[src/rtl/dm_store_pkg.sv]
// Shared constants and state type for the MEM-stage store path (dm_store_unit).
package dm_store_pkg;

   localparam logic [2:0] F3_SB = 3'b000;
   localparam logic [2:0] F3_SH = 3'b001;
   localparam logic [2:0] F3_SW = 3'b010;

   localparam int BASE_MASK_W = 4;

   typedef enum logic [1:0] {
      IDLE = 2'd0,
      LO   = 2'd1,
      HI   = 2'd2,
      DONE = 2'd3
   } store_state_t;

endpackage

[src/rtl/store_lane_align.sv]
// Combinational lane math for stores: byte mask and data shifted across two
// adjacent words, plus a legality flag for funct3.
module store_lane_align
   import dm_store_pkg::*;
(
   input  logic [2:0]  funct3,
   input  logic [1:0]  off,
   input  logic [31:0] rs2,
   output logic [7:0]  mask8,
   output logic [63:0] data64,
   output logic        legal
);

   logic [BASE_MASK_W-1:0] base;

   always_comb begin
      base  = '0;
      legal = 1'b0;
      case (funct3)
         F3_SB: begin
            base  = 4'b0001;
            legal = 1'b1;
         end
         F3_SH: begin
            base  = 4'b0011;
            legal = 1'b1;
         end
         F3_SW: begin
            base  = 4'b1111;
            legal = 1'b1;
         end
         default: begin
            base  = '0;
            legal = 1'b0;
         end
      endcase
   end

   assign mask8  = {4'b0000, base} << off;
   assign data64 = {32'h0000_0000, rs2} << {off, 3'b000};

endmodule

[src/rtl/dm_store_unit.sv]
// MEM-stage store path: byte-lane enables, lane-aligned data and DM handshake.
// Define MISALIGN_SPLIT_EN to split word-crossing stores into LO/HI beats.
module dm_store_unit
   import dm_store_pkg::*;
#(
   parameter int ADDR_W      = 32,
   parameter int TIMEOUT_CYC = 16
) (
   input  logic              clk,
   input  logic              rst,
   input  logic              mem_store,
   input  logic [ADDR_W-1:0] mem_addr,
   input  logic [31:0]       mem_rs2_data,
   input  logic [2:0]        mem_funct3,
   output logic              dm_req,
   output logic [ADDR_W-1:0] dm_addr,
   output logic [3:0]        dm_web,
   output logic [31:0]       dm_din,
   input  logic              dm_ready,
   output logic              store_stall,
   output logic              store_err
);

   localparam logic [7:0]        TO_LAST   = 8'(TIMEOUT_CYC - 1);
   localparam logic [ADDR_W-1:0] WORD_STEP = ADDR_W'(4);

   store_state_t state, state_nxt;

   logic [7:0]  mask8;
   logic [63:0] data64;
   logic        legal;
   logic        allowed;
   logic        need_hi;
   logic        beat_timeout;
   logic [7:0]  wait_cnt;
   logic [3:0]  hi_web_p1;
   logic [31:0] hi_din_p1;

   store_lane_align u_align (
      .funct3 (mem_funct3),
      .off    (mem_addr[1:0]),
      .rs2    (mem_rs2_data),
      .mask8  (mask8),
      .data64 (data64),
      .legal  (legal)
   );

`ifdef MISALIGN_SPLIT_EN
   assign allowed = legal;

   // high-beat lanes held from IDLE until the LO beat is accepted
   always_ff @(posedge clk) begin
      if (state == IDLE && mem_store && allowed) begin
         hi_web_p1 <= mask8[7:4];
         hi_din_p1 <= data64[63:32];
      end
   end
`else
   logic unused_hi;

   assign allowed   = legal && (mask8[7:4] == 4'b0000);
   assign hi_web_p1 = 4'b0000;
   assign hi_din_p1 = 32'h0000_0000;
   assign unused_hi = ^data64[63:32];
`endif

   assign need_hi      = |hi_web_p1;
   assign beat_timeout = !dm_ready && (wait_cnt == TO_LAST);

   always_ff @(posedge clk) begin
      if (rst) begin
         state <= IDLE;
      end else begin
         state <= state_nxt;
      end
   end

   always_comb begin
      state_nxt = state;
      case (state)
         IDLE: begin
            if (mem_store) begin
               state_nxt = allowed ? LO : DONE;
            end
         end
         LO: begin
            if (dm_ready) begin
               state_nxt = need_hi ? HI : DONE;
            end else if (beat_timeout) begin
               state_nxt = DONE;
            end
         end
         HI: begin
            if (dm_ready || beat_timeout) begin
               state_nxt = DONE;
            end
         end
         DONE:    state_nxt = IDLE;
         default: state_nxt = IDLE;
      endcase
   end

   always_comb begin
      store_stall = 1'b0;
      case (state)
         IDLE:    store_stall = mem_store;
         LO, HI:  store_stall = 1'b1;
         default: store_stall = 1'b0;
      endcase
   end

   // DM beat registers, error pulse and per-beat wait counter
   always_ff @(posedge clk) begin
      if (rst) begin
         dm_req    <= 1'b0;
         dm_addr   <= '0;
         dm_web    <= 4'b0000;
         dm_din    <= 32'h0000_0000;
         store_err <= 1'b0;
         wait_cnt  <= 8'd0;
      end else begin
         store_err <= 1'b0;
         case (state)
            IDLE: begin
               if (mem_store) begin
                  wait_cnt <= 8'd0;
                  if (allowed) begin
                     dm_req  <= 1'b1;
                     dm_addr <= {mem_addr[ADDR_W-1:2], 2'b00};
                     dm_web  <= mask8[3:0];
                     dm_din  <= data64[31:0];
                  end else begin
                     store_err <= 1'b1;
                  end
               end
            end
            LO, HI: begin
               if (dm_ready) begin
                  wait_cnt <= 8'd0;
                  if (state == LO && need_hi) begin
                     dm_addr <= dm_addr + WORD_STEP;
                     dm_web  <= hi_web_p1;
                     dm_din  <= hi_din_p1;
                  end else begin
                     dm_req <= 1'b0;
                     dm_web <= 4'b0000;
                     dm_din <= 32'h0000_0000;
                  end
               end else if (beat_timeout) begin
                  wait_cnt  <= 8'd0;
                  dm_req    <= 1'b0;
                  dm_web    <= 4'b0000;
                  dm_din    <= 32'h0000_0000;
                  store_err <= 1'b1;
               end else begin
                  wait_cnt <= wait_cnt + 8'd1;
               end
            end
            default: begin
               dm_req <= 1'b0;
               dm_web <= 4'b0000;
               dm_din <= 32'h0000_0000;
            end
         endcase
      end
   end

endmodule

[config.mk]
export PLATFORM = sky130hd
export DESIGN_NAME = dm_store_unit
export DESIGN_NICKNAME = d
export VERILOG_FILES = /design/src/rtl/dm_store_pkg.sv /design/src/rtl/store_lane_align.sv /design/src/rtl/dm_store_unit.sv
export SDC_FILE = /design/constraint.sdc
export NUM_CORES = 1
export LEC_CHECK = 0
export ABC_CLOCK_PERIOD_IN_PS = 1600
export CORE_UTILIZATION = 39
export DETAILED_ROUTE_END_ITERATION = 7
export PLACE_DENSITY = 0.87
export RECOVER_POWER = 100
export SYNTH_ARGS = -nofsm -noshare
export SYNTH_HDL_FRONTEND = slang
export SYNTH_SLANG_ARGS = --single-unit
[constraint.sdc]
create_clock -name clk -period 1.6 [get_ports clk]
set_input_delay 0.16 -clock clk [delete_from_list [all_inputs] [get_ports clk]]
set_output_delay 0.16 -clock clk [all_outputs]
set_load 0.05 [all_outputs]
# Word-level counts from Yosys, hierarchy flattened
# Cells that the tools add are included.
# totals
reg_bits,78
in_bits,71
# op_classes
reduce_logical,14
mux,33
n_shift,2
add_sub_neg,1
n_eq_ne,11
# ops
cell,n
32-bit 2-to-1 mux,4
32-bit one-hot mux with 2 select lines,1
32-bit by 5-bit << shifter with 32-bit output,1
8-bit 2-to-1 mux,3
4-bit 2-to-1 mux,4
8-bit one-hot mux with 2 select lines,1
4-bit one-hot mux with 3 select lines,1
2-bit 2-to-1 mux,5
1-bit 2-to-1 mux,9
3-bit AND reduction,3
8-bit by 1-bit adder with 8-bit output (second input constant),1
8-bit by 4-bit == test with 1-bit output (second input constant),1
2-bit one-hot mux with 4 select lines,1
4-bit one-hot mux with 2 select lines,1
4-bit by 2-bit << shifter with 8-bit output,1
2-bit != test (second input constant),3
3-bit != test (second input constant),2
1-bit one-hot mux with 2 select lines,3
2-bit == test (second input constant),2
4-bit zero test,1
3-bit by 1-bit == test with 1-bit output (second input constant),1
3-bit by 2-bit == test with 1-bit output (second input constant),1
3-bit zero test,1
3-bit OR reduction,1
8 further kinds,9

# Longest topological paths before layout
# logic_depth
ltp_word,8
depth_mapped,7
mapped_depth_nobuf,6

# Cells and area by module
# From an unflattened synthesis, not the netlist that was laid out.
# unflattened
cells_unflattened,434
hier_area_um2,3799.9
# by_module_without_submodules
module,area_per_inst_um2,cells_per_inst,seq_area_each_um2,n_inst
dm_store_unit,2887.8,295,1561.5,1
store_lane_align,912.1,139,0.0,1

# Least setup slack after synthesis
# No wires, ideal clock.
# synth_path
kind,reg2reg
start,register state[0]
end,register dm_addr[10]
period_less_slack_ns,1.785
path_stages_with_launch,8
setup_slack_ns,-0.185
t_arrival_ns,1.658
n_path_buf,1
path_cell_list,dfxtp_1 inv_1 ha_1 and3b_1 a22oi_4 buf_4 mux2i_1 nor2_1
# synth_between
elab_chain_cells,2
# synth_rtl
item,line_no,text
from (decl),dm_store_unit.sv:27,"store_state_t state, state_nxt;"
from (signal assigned),dm_store_unit.sv:74,state <= state_nxt;
2-bit zero test,dm_store_unit.sv:123,case (state)
3-bit AND reduction (no source line),--,
to (signal assigned),dm_store_unit.sv:129,"dm_addr <= {mem_addr[ADDR_W-1:2], 2'b00};"
to (signal assigned),dm_store_unit.sv:141,dm_addr <= dm_addr + WORD_STEP;
to (decl),dm_store_unit.sv:16,"output logic [ADDR_W-1:0] dm_addr,"
# No other way between the ends.
# A chain may end at the register's enable or synchronous reset.

# Worst setup path after layout
# layout_path
start,register state[1]
end,register dm_din[11]
# layout_between
elab_chain_cells,4
# layout_rtl
item,line_no,text
2-bit by 1-bit == test with 1-bit output / 2-bit == test (equally long branches),dm_store_unit.sv:123,
2-bit OR reduction,dm_store_unit.sv:123,
3-bit != test (no source line),--,
3-bit AND reduction (no source line),--,
to (signal assigned),dm_store_unit.sv:131,dm_din <= data64[31:0];
to (signal assigned),dm_store_unit.sv:143,dm_din <= hi_din_p1;
to (decl),dm_store_unit.sv:18,"output logic [31:0] dm_din,"
# Several ways; a longest one is shown, not always the timed one.

==> flow_summary.json <==
{
  "grt_max_degree": 37,
  "nFillCells": 700,
  "antennaDiodeCount": 0,
  "area_delta_synth_final_pct": 56.2,
  "setup_viol": 71,
  "layout-drive-gt1-share": 0.214,
  "drt-total-wl_um": 10700,
  "place_area_mm2": 0.00512,
  "p_int_mw": 4.07,
  "clock_skew_ps": 9.06,
  "slew_violations": 0,
  "crit_fanout": 36,
  "antenna_found_initial": 0,
  "critPathLaunch": "state[1]",
  "dpl.hpwl_um": 7000,
  "die_area_mm2": 0.00939,
  "crit_type": "reg -> reg",
  "pwr-share-seq": 0.340,
  "rr_startpoint": "state[1]",
  "die_x_um": 96.9,
  "endpoint": "dm_din[11]",
  "routed_via_density": 5.35,
  "cts.clk_slew.worst_paths_ps": 90,
  "r2r.worst_path.cells": 8,
  "hp-class": "in -> reg",
  "fmax_ghz": 0.565,
  "status": "finished, violations left",
  "netlist_instances": 350,
  "vias": 3470,
  "switching_power_mw": 2.38,
  "multi_input_comb_area_mm2": 0.00200,
  "io-pin-count": 142,
  "min_from": "mem_addr[0]",
  "cts_tree": "yes",
  "cts-root-buf": "clkbuf_8",
  "synth_adder_area_share": 0.0249,
  "grt_pass1_vias": 3538,
  "cts_buffers": 9,
  "synth_top_family_by_area": "compound AO/OA/AOI/OAI gates",
  "num-nets-final": 614,
  "drc": 0,
  "synth_top_area_frac": 0.445,
  "grt_pass1_wl_um": 16600,
  "hold_viol_final": 0,
  "power_frac_clock": 0.234,
  "ant_nets": 0,
  "ff2ff_setup_slack_ps": -170,
  "synth-edff-count": 0,
  "first_iter_violations": 104,
  "ys_async_sr_fraction": 0,
  "hold_buffers": 0,
  "power_density_mw_per_mm2": 1180,
  "synth_compound_area_frac": 0.177,
  "min_period_over_period": 1.11,
  "power.static_leakage_nw": 2.38,
  "clkLatencyLatePin_ps": 340,
  "synth_xor_area_frac": 0.0175,
  "num_rows": 34,
  "timing.slew.headroom": 0.545,
  "yosys.cell_types.count": 45,
  "htree_levels": 3,
  "ys.flop_type": "dfxtp_1",
  "ff_latch_area_mm2": 0.00157,
  "globalRouteTotalUtil": 0.218,
  "synth_most_common_cell": "dfxtp_1",
  "die_h_um": 96.9,
  "dp.cells": 618,
  "synthMuxAreaShare": 0.134,
  "ys_seq_area_frac": 0.445,
  "design_area_mm2": 0.00549,
  "endpoint_kind": "flop",
  "worstReg2RegEnd": "dm_din[11]",
  "initial_core_util": 0.403,
  "synthTopCellsByArea": "dfxtp_1, mux2i_1, a22o_1, nor2_1, ha_1",
  "clockBufferDepth": 2,
  "syn_area_mm2": 0.00351,
  "final.setup.worst_slack_ps": -169,
  "maxCapViolCount": 0,
  "cp.required_ps": 1880,
  "portBuffers": 139,
  "wl_per_cell_um": 16.4,
  "rsz0062_at_grt": "yes",
  "violations": "setup timing",
  "fin_crit_ps": 1770,
  "fin_cells": 649,
  "arrival_ps": 2050,
  "peakVddDrop_mv": 0.671,
  "worstMarginPinSlew_ps": 686,
  "synth_common_cells": "dfxtp_1, nor2_1, mux2i_1, a22o_1, nand2_1",
  "comb_power_share": 0.426,
  "grt_overflow": 0,
  "netSwitchingFraction": 0.369,
  "drtPass1Iterations": 6,
  "yosys.area_share.simple": 0.150,
  "cp-start-kind": "flop",
  "synth_seq_cells": 78,
  "clock-sinks": 78,
  "place_congestion": 0.868,
  "synth_area_leader_cell": "dfxtp_1",
  "core_mm2": 0.00872,
  "yosysWarningCount": 0,
  "syn_area_per_cell_um2": 10.0
}
==> state kept, by name, summed over array words and instances (netlist names) <==
| signal | cells |
|---|---|
| dm_din | 32 |
| store_err | 1 |
| dm_addr | 30 |
| state | 2 |
| dm_web | 4 |
| dm_req | 1 |
| wait_cnt | 8 |
==> power by group through the flow <==
stage	Combinational, mW	Clock [mW]	Sequential [mW]
2_1_floorplan	1.08	0	2.62
3_3_place_gp	2.29	0	2.23
3_5_place_dp	2.35	0	2.24
4_1_cts	2.65	1.55	2.19
5_1_grt	2.90	1.63	2.21
6_report	2.75	1.51	2.19
==> metrics by stage <==
| step | worst slack, ps | setup TNS [ps] | power [mW] | hold WS, ps | utilization |
|---|---|---|---|---|---|
| 6_report | -169 | -8030 | 6.46 | 357 | 0.629 |
| 5_1_grt | -204 | -11520 | 6.74 | 380 | 0.629 |
| 4_1_cts | -129 | -7330 | 6.38 | 351 | 0.640 |
| 3_5_place_dp | -632 | -34770 | 4.59 | 463 | 0.588 |
| 3_3_place_gp | -568 | -31590 | 4.52 | 453 | 0.588 |
| 2_1_floorplan | -8.21 | -172 | 3.71 | 285 | - |
==> final cells by class <==
cell class | count | share of cell area
multi-input combinational | 245 | 0.364
sequential | 78 | 0.286
timing repair buffer | 198 | 0.285
tap | 108 | 0.0246
clock buffer | 10 | 0.0233
clock inverter | 6 | 0.0130
inverter | 4 | 0.00410
==> cell usage in the layout (no fill, tap or decap), drive strengths merged, types with 5 or more instances in the layout <==
cell type	Yosys	layout
inv	4	5
clkbuf	10	79
a21oi	5	5
a211o	8	8
nand2	22	22
clkdlybuf4s50	0	69
buf	15	60
dfxtp	78	78
nor2b	11	11
mux2i	47	47
a22o	27	27
xnor2	7	7
nor3	6	7
ha	7	7
o21ai	12	12
a32o	8	8
nor2	51	51
==> how the worst min path moves through the flow <==
stage	endpoint	slack (ps)	depth (start not counted)
floorplan	dm_din[6]	290	1
global placement	dm_din[30]	450	1
detailed placement	dm_web[0]	460	1
CTS	dm_web[3]	350	5
global route	dm_web[3]	380	5
finish	dm_web[3]	360	5
==> metal layers <==
layer  track usage  wire, um
met3        0.0650       886
met4        0.0884       264
met5             0         0
met2         0.372      5160
met1         0.255      4350
==> critical path: stages (launching register included) <==
cell	delay [ps]
dfxtp_4	380
inv_6	40
ha_4	260
nor2b_4	150
buf_6	110
a21bo_4	230
o32ai_4	120
buf_12	230
a22o_1	180
==> what timing repair did <==
item                                    CTS  global route
endpoints found under the setup margin   73            78
cloned                                    2             2
resized for setup                        23            21
pin swaps                                 5            23
setup buffers                             8             4
==> cell families after synthesis <==
logic type,count (synthesis)
compound gates,74
mux,47
buf+inv,29
simple gates,107
fa+ha+maj,7
other cells,1
flops,78
xor+xnor,7
(Power assumes the default switching activity.)
